<file path="config.mk">
export PLATFORM = sky130hd
export DESIGN_NAME = piso_shift_transmitter
export DESIGN_NICKNAME = d
export VERILOG_FILES = /design/src/rtl/piso_shift_transmitter.sv
export SDC_FILE = /design/constraint.sdc
export NUM_CORES = 1
export LEC_CHECK = 0
export ABC_CLOCK_PERIOD_IN_PS = 1400
export BUFFER_PORTS_ARGS = -buffer_cell sky130_fd_sc_hd__buf_2
export CAP_MARGIN = 20
export CORE_MARGIN = 2
export CORE_UTILIZATION = 48
export CTS_BUF_LIST = sky130_fd_sc_hd__clkbuf_8
export CTS_CLUSTER_DIAMETER = 150
export CTS_CLUSTER_SIZE = 20
export DETAILED_ROUTE_END_ITERATION = 10
export MAX_ROUTING_LAYER = met4
export PLACE_DENSITY = 0.78
export SETUP_SLACK_MARGIN = 0.1
export SLEW_MARGIN = 20
export SYNTH_ARGS = -nofsm -noshare
export SYNTH_HDL_FRONTEND = slang
export SYNTH_SLANG_ARGS = --single-unit
</file>
<file path="constraint.sdc">
create_clock -name clk -period 1.4 [get_ports clk]
set_input_delay 0.07 -clock clk [delete_from_list [all_inputs] [get_ports clk]]
set_output_delay 0.07 -clock clk [all_outputs]
set_load 0.1 [all_outputs]
</file>
<file path="src/rtl/piso_shift_transmitter.sv">
// Parallel-in, serial-out transmitter: accepts a DEPTH-bit word over valid/ready
// and shifts it out one bit per enabled clock, MSB- or LSB-first.
module piso_shift_transmitter #(
  parameter int DEPTH     = 8,
  parameter bit MSB_FIRST = 1'b1
) (
  input  logic             clk,
  input  logic             reset,
  input  logic             enable,
  input  logic [DEPTH-1:0] in_data,
  input  logic             in_valid,
  output logic             in_ready,
  output logic             out,
  output logic             out_valid,
  output logic             busy
);

  localparam int CW = $clog2(DEPTH);

  typedef enum logic {IDLE, SHIFT} state_t;

  state_t           state_q, state_d;
  logic [CW-1:0]    bitCnt_q, bitCnt_d;
  logic [DEPTH-1:0] shiftReg_q, shiftReg_d;
  logic             out_q, out_d;
  logic             outValid_q, outValid_d;
  logic             busy_q, busy_d;
  logic             lastBit;
  logic             accept;

  // The last-bit cycle also offers ready so consecutive frames run without a gap.
  assign lastBit  = (state_q == SHIFT) && (bitCnt_q == CW'(DEPTH - 1));
  assign in_ready = enable & ((state_q == IDLE) | lastBit);
  assign accept   = in_valid & in_ready;

  always_ff @(posedge clk or negedge reset) begin
    if (!reset) begin
      state_q    <= IDLE;
      bitCnt_q   <= '0;
      shiftReg_q <= '0;
      out_q      <= 1'b0;
      outValid_q <= 1'b0;
      busy_q     <= 1'b0;
    end else begin
      state_q    <= state_d;
      bitCnt_q   <= bitCnt_d;
      shiftReg_q <= shiftReg_d;
      out_q      <= out_d;
      outValid_q <= outValid_d;
      busy_q     <= busy_d;
    end
  end

  always_comb begin
    state_d    = state_q;
    bitCnt_d   = bitCnt_q;
    shiftReg_d = shiftReg_q;
    out_d      = out_q;
    outValid_d = outValid_q;
    busy_d     = busy_q;
    if (accept) begin
      state_d    = SHIFT;
      bitCnt_d   = '0;
      shiftReg_d = in_data;
      out_d      = MSB_FIRST ? in_data[DEPTH-1] : in_data[0];
      outValid_d = 1'b1;
      busy_d     = 1'b1;
    end else if (enable && (state_q == SHIFT)) begin
      if (!lastBit) begin
        // The register keeps the bit currently on out at its output end.
        shiftReg_d = MSB_FIRST ? {shiftReg_q[DEPTH-2:0], 1'b0}
                               : {1'b0, shiftReg_q[DEPTH-1:1]};
        out_d      = MSB_FIRST ? shiftReg_q[DEPTH-2] : shiftReg_q[1];
        bitCnt_d   = bitCnt_q + CW'(1);
      end else begin
        state_d    = IDLE;
        out_d      = 1'b0;
        outValid_d = 1'b0;
        busy_d     = 1'b0;
      end
    end
  end

  assign out       = out_q;
  assign out_valid = outValid_q;
  assign busy      = busy_q;

endmodule
</file>
==> results.json, run 1 <==
{
  "status": "finished with violations",
  "violations": "setup timing",
  "clock_sinks": 12,
  "drc_errors": 0,
  "grt_max_degree": 14,
  "p_seq_share_pct": 28.0,
  "cp-start-kind": "flip-flop",
  "syn_area_um2": 636.9,
  "p_int_uw": 1221,
  "cts_buffers": 3,
  "die_w_um": 40.43,
  "timing.fmax_mhz": 642.9,
  "post-route-period-util_pct": 111.1,
  "grt_most_used_layer": "met2",
  "die_y_um": 40.43,
  "row_count": 13,
  "slew_violations": 0,
  "post-place-cells": 92,
  "htree_levels": 1,
  "regToRegStartpoint": "bitCnt_q[1]",
  "gp_congestion": 0.8029,
  "fin_skew_ps": 0.2508,
  "whs_endpoint": "shiftReg_q[0]",
  "insertion_delay_ps": 240,
  "finalSetupViolCount": 12,
  "cp.arrival_ps": 1490,
  "netlist_instances": 61,
  "ant_nets": 0,
  "p_clk_share_pct": 18.6,
  "met3_usage_pct": 6.667,
  "crit_fanout": 4,
  "power.density_nw_per_um2": 2195,
  "seqCellArea_um2": 304.0,
  "fin_setup_tns_ps": -1408,
  "insertedDiodeCount": 0,
  "routed-via-count": 594,
  "buffer_ports.inserted": 15,
  "maxSlewHeadroom_pct": 68.04,
  "initial_core_util_pct": 50.20,
  "post_drt_wl_per_cell_um": 18.03,
  "fillerInstances": 79,
  "first_global_vias": 547,
  "min_path_cells": 2,
  "p_leak_uw": 0.0004490,
  "endpoint_kind": "primary output",
  "min-delay-start": "in_data[0]",
  "via_per_inst": 5.767,
  "hold_violations": 0,
  "r2r-end": "bitCnt_q[0]",
  "synth_warnings": 0,
  "crit_required_ps": 1330,
  "synth_area_leaders": "dfrtp_1, a22o_1, nand3b_1",
  "grtUsageMet2_pct": 40.87,
  "cts-root-buf": "clkbuf_8",
  "pin_count": 16,
  "drtPass1Iterations": 4,
  "finalCriticalPeriod_ps": 1556,
  "synth_seq_area_share_pct": 47.15,
  "gr-usage-all-layers_pct": 27.71,
  "multi_input_area_um2": 352.8,
  "netSwitchingFraction_pct": 40.43,
  "drive_gt1_share_pct": 47.73,
  "ir_worst_vdd_uv": 1602,
  "routed_wl_mm": 1.857,
  "fin_ws_ps": -155.5,
  "power.switching_uw": 828.5,
  "drtIter0Drc": 19,
  "synth_seq_cells": 12,
  "grt_pass1_wl_mm": 2.670,
  "syn2layout_area_growth_pct": 46.56,
  "rsz0062_at_grt": "true",
  "synth_area_per_cell_um2": 10.44,
  "core-area_um2": 1269,
  "hold_class": "primary input to flip-flop",
  "fin_nets": 103,
  "cts_tree": "done",
  "dp_hpwl_um": 948.5,
  "stdcell_count": 103,
  "yosysTopAreaCell": "dfrtp_1",
  "path_class": "flip-flop to primary output",
  "worstMarginPinSlew_ps": 482.7,
  "pwr-share-comb_pct": 53.4,
  "grt_overflow": 0,
  "rr_worst_depth": 6,
  "synthDistinctLibCells": 15,
  "die_area_um2": 1634,
  "clock_path_buffers": 2,
  "timing.hold.ws_ps": 47.44,
  "final_core_util_pct": 73.57,
  "clk_pin_slew_ps": 50,
  "reg2reg_slack_ps": -140,
  "synth_top_area_share_pct": 47.15,
  "drv_cap": 0,
  "met1_usage_pct": 35.29,
  "syn_nets": 75,
  "antenna_found_initial": 0
}
critical path: stages, from the launching register on:
cell and delay [ps]:
dfrtp_1 390, ha_2 200, ha_4 160, nor2b_4 170, buf_6 130, nor2b_4 30
buf_12 150
layout by cell type, fill, tap and decap left out, types with 2 or more instances in the layout:
master,netlist,layout
buf_6,2,4
buf_4,1,9
buf_2,0,12
o21ai_0,8,4
a22o_1,10,10
dfrtp_1,12,11
nand3b_1,7,7
clkbuf_8,0,4
nand2_1,11,11
nor2b_4,1,2
o21ai_2,1,4
worst max path at each step:
stage	startpoint	to	slack, ps	depth (start not counted)
3_3_place_gp	bitCnt_q[0]	bitCnt_q[0]	-80	5
4_1_cts	bitCnt_q[0]	bitCnt_q[0]	-150	6
6_report	bitCnt_q[1]	in_ready	-160	6
2_1_floorplan	out_valid	in_ready	-210	4
5_1_grt	bitCnt_q[1]	in_ready	-190	6
3_5_place_dp	bitCnt_q[0]	bitCnt_q[0]	-110	5
sequential cells by signal, summed over array words and instances (netlist names):
register    count
out_valid       1
shiftReg_q      7
out             1
bitCnt_q        3
through the flow:
stage / worst slack (ps) / power (uW) / area (um^2)
global placement: -79.74 / 1342 / 752.0
floorplan: -207.3 / 1193 / 650.6
detailed placement: -114.1 / 1370 / 752.0
CTS: -147.0 / 1903 / 890.9
global route: -188.2 / 2138 / 933.4
finish: -155.5 / 2049 / 933.4
kinds of logic after synthesis:
family                   share of synthesized area, %
buffers and inverters                           5.895
flip-flops                                      47.15
adder cells (fa/ha/maj)                         3.929
AND/OR/NAND/NOR                                 19.84
AO/OA/AOI/OAI                                   21.41
multiplexers                                    1.768
cell type report:
class	count	area share, %
multi-input combinational	45	37.80
sequential	12	32.57
timing repair buffer	27	21.72
clock buffer	4	5.898
tap	15	2.011
power groups by stage:
stage,Clock [uW],Sequential [uW],Combinational (uW)
global placement,0,558,784
detailed placement,0,566,803
floorplan,0,699,495
global route,390,586,1160
finish,382,573,1090
CTS,381,566,956
routing by layer:
| layer | wire length [um] | up-vias |
|---|---|---|
| li1 | - | 275 |
| met1 | 794 | 288 |
| met2 | 920 | 25 |
| met3 | 88 | 6 |
| met4 | 54 | 0 |
| met5 | 0 | - |
cells in the mapped netlist:
library cell	number
mux2_2	1
a22o_1	10
o21ai_2	1
buf_6	2
nor2b_4	1
nor2_1	1
clkbuf_1	2
dfrtp_1	12
and2_4	1
buf_4	1
o21ai_0	8
nand2_1	11
nand3b_1	7
nor2b_1	1
ha_1	2
what timing repair did:
item | CTS | global route
pin swaps | 0 | 11
hold buffers | 1 | 0
endpoints found under the setup margin | 14 | 12
endpoints found under the hold margin | 12 | 0
resized for setup | 13 | 8
buffers inserted | 3 | 2
gates cloned | 0 | 1
No activity file was read; power rests on OpenSTA's default activity.
==> inputs of run 2 (changes only) <==
--- a/config.mk
+++ b/config.mk
@@ -16,6 +16,7 @@
 export DETAILED_ROUTE_END_ITERATION = 10
 export MAX_ROUTING_LAYER = met4
 export PLACE_DENSITY = 0.78
+export REMOVE_ABC_BUFFERS = 1
 export SETUP_SLACK_MARGIN = 0.1
 export SLEW_MARGIN = 20
 export SYNTH_ARGS = -nofsm -noshare
==> results.json, run 2 (synthesis results as in run 1) <==
{
  "fin_skew_ps": 3.899,
  "regToRegStartpoint": "bitCnt_q[0]",
  "initial_core_util_pct": 50.20,
  "fin_nets": 100,
  "clk_pin_slew_ps": 50,
  "slowest_delay_ps": 370,
  "hold_violations": 0,
  "r2r-end": "bitCnt_q[0]",
  "insertedDiodeCount": 0,
  "drtIter0Drc": 12,
  "power.switching_uw": 773.7,
  "first_global_vias": 569,
  "slew_violations": 0,
  "cp.arrival_ps": 1480,
  "insertion_delay_ps": 240,
  "pin_count": 16,
  "cts-root-buf": "clkbuf_8",
  "core-area_um2": 1269,
  "routed-via-count": 564,
  "startpoint": "bitCnt_q[0]",
  "postPlaceCellArea_um2": 730.7,
  "clock_sinks": 12,
  "fillerInstances": 84,
  "timing.fmax_mhz": 645.5,
  "crit_required_ps": 1330,
  "drtPass1Iterations": 4,
  "drv_cap": 0,
  "p_clk_share_pct": 16.4,
  "row_count": 13,
  "violations": "setup timing",
  "hold_class": "primary input to flip-flop",
  "die_y_um": 40.43,
  "htree_levels": 1,
  "rsz0062_at_grt": "true",
  "path_class": "flip-flop to primary output",
  "post_drt_wl_per_cell_um": 15.89,
  "p_int_uw": 1137,
  "grt_pass1_wl_mm": 2.511,
  "buffer_ports.inserted": 15,
  "antenna_found_initial": 0,
  "largest_reg_flops": 7,
  "p_leak_uw": 0.0004334,
  "fin_setup_tns_ps": -1273,
  "finalSetupViolCount": 12,
  "status": "finished with violations",
  "finalCriticalPeriod_ps": 1549,
  "power.density_nw_per_um2": 2124,
  "pwr-share-comb_pct": 54.2,
  "dp_hpwl_um": 878,
  "clock_path_buffers": 2,
  "rr_worst_depth": 6,
  "crit_fanout": 4,
  "maxSlewHeadroom_pct": 67.75,
  "fin_ws_ps": -149.1,
  "reg2reg_slack_ps": -140,
  "p_seq_share_pct": 29.4,
  "via_per_inst": 5.697,
  "cp_common_cell": "nor2b_4",
  "min-delay-start": "in_data[0]",
  "final_cell_mix": "dfrtp_1, buf_2, nand2_1",
  "ir_worst_vdd_uv": 1099,
  "drc_errors": 0,
  "path_cells": "ha_2 > ha_4 > nor2b_4 > buf_6 > nor2b_4 > buf_12",
  "post-route-period-util_pct": 110.7,
  "die_w_um": 40.43,
  "pre_cts_slack_ps": -130.8,
  "grt_overflow": 0,
  "whs_endpoint": "shiftReg_q[0]",
  "post-route-cell-area_um2": 899.6,
  "gr-usage-all-layers_pct": 25.83,
  "ant_nets": 0,
  "endpoint_kind": "primary output",
  "path_delay_family": "flip-flops",
  "top_regs": "shiftReg_q: 7 flops, bitCnt_q: 3 flops",
  "grt_max_degree": 14,
  "netSwitchingFraction_pct": 40.49,
  "cts_tree": "done",
  "routed_wl_mm": 1.573,
  "min_path_cells": 2,
  "cp-start-kind": "flip-flop",
  "gp_congestion": 0.7332,
  "largest-register": "shiftReg_q",
  "cts_buffers": 3,
  "worstMarginPinSlew_ps": 487.0,
  "die_area_um2": 1634,
  "cp.buffers_inverters": 2,
  "slowest_stage": "dfrtp_1",
  "syn2layout_area_growth_pct": 41.26,
  "drive_gt1_share_pct": 45.24
}
-- run 2: power groups by stage --
| stage | Clock (uW) | Sequential [uW] | Combinational (uW) |
|---|---|---|---|
| 2_1_floorplan | 0 | 755 | 361 |
| 3_3_place_gp | 0 | 556 | 762 |
| 3_5_place_dp | 0 | 556 | 771 |
| 4_1_cts | 322 | 556 | 925 |
| 5_1_grt | 335 | 579 | 1100 |
| 6_report | 313 | 562 | 1040 |
-- run 2: area by class of cell --
cell class,count,area [um^2],area share [%]
timing repair buffer,25,191.4,21.28
tap,15,18.77,2.086
multi-input combinational,44,347.8,38.66
sequential,12,300.3,33.38
clock buffer,3,41.29,4.590
-- run 2: repair_timing --
item                                    4_1_cts  5_1_grt
pin swaps                                     6       10
endpoints found under the setup margin       12       14
resized for setup                            12       15
hold endpoints to repair                     12        0
buffers inserted                              4        0
hold buffers                                  1        0
-- run 2: how the worst max path moves through the flow --
stage                        endpoint  slack (ps)  depth (start not counted)
after global routing         in_ready        -210                          6
after CTS                 bitCnt_q[0]        -130                          7
after floorplan              in_ready       -1590                          2
after global placement    bitCnt_q[0]         -80                          5
after detailed placement  bitCnt_q[0]        -130                          5
final                        in_ready        -150                          6
-- run 2: metrics by stage --
stage	hold slack [ps]	instances	utilization (%)	total power, uW
final	61.66	99	70.91	1911
after global routing	62.93	99	70.91	2015
after CTS	55.94	99	68.15	1804
after detailed placement	-38.85	91	57.59	1327
after global placement	-40.28	91	57.59	1318
after floorplan	-225.6	56	-	1115
-- run 2: worst reg2reg max path, stage by stage, from the launching register on --
cell and delay, ps:
dfrtp_1 370, ha_2 200, ha_4 170, nor2b_4 170, buf_6 130, o21ai_4 90
mux2_4 280
-- run 2: routing by layer --
layer | GRT usage [%] | wire length [um] | share of wire [%] | vias up
met4 | 15.00 | 41 | 2.6 | 0
met1 | 28.13 | 669 | 43 | 276
met5 | - | 0 | 0 | -
li1 | - | - | - | 268
met2 | 39.68 | 787 | 50 | 16
met3 | 10.00 | 74 | 4.7 | 4
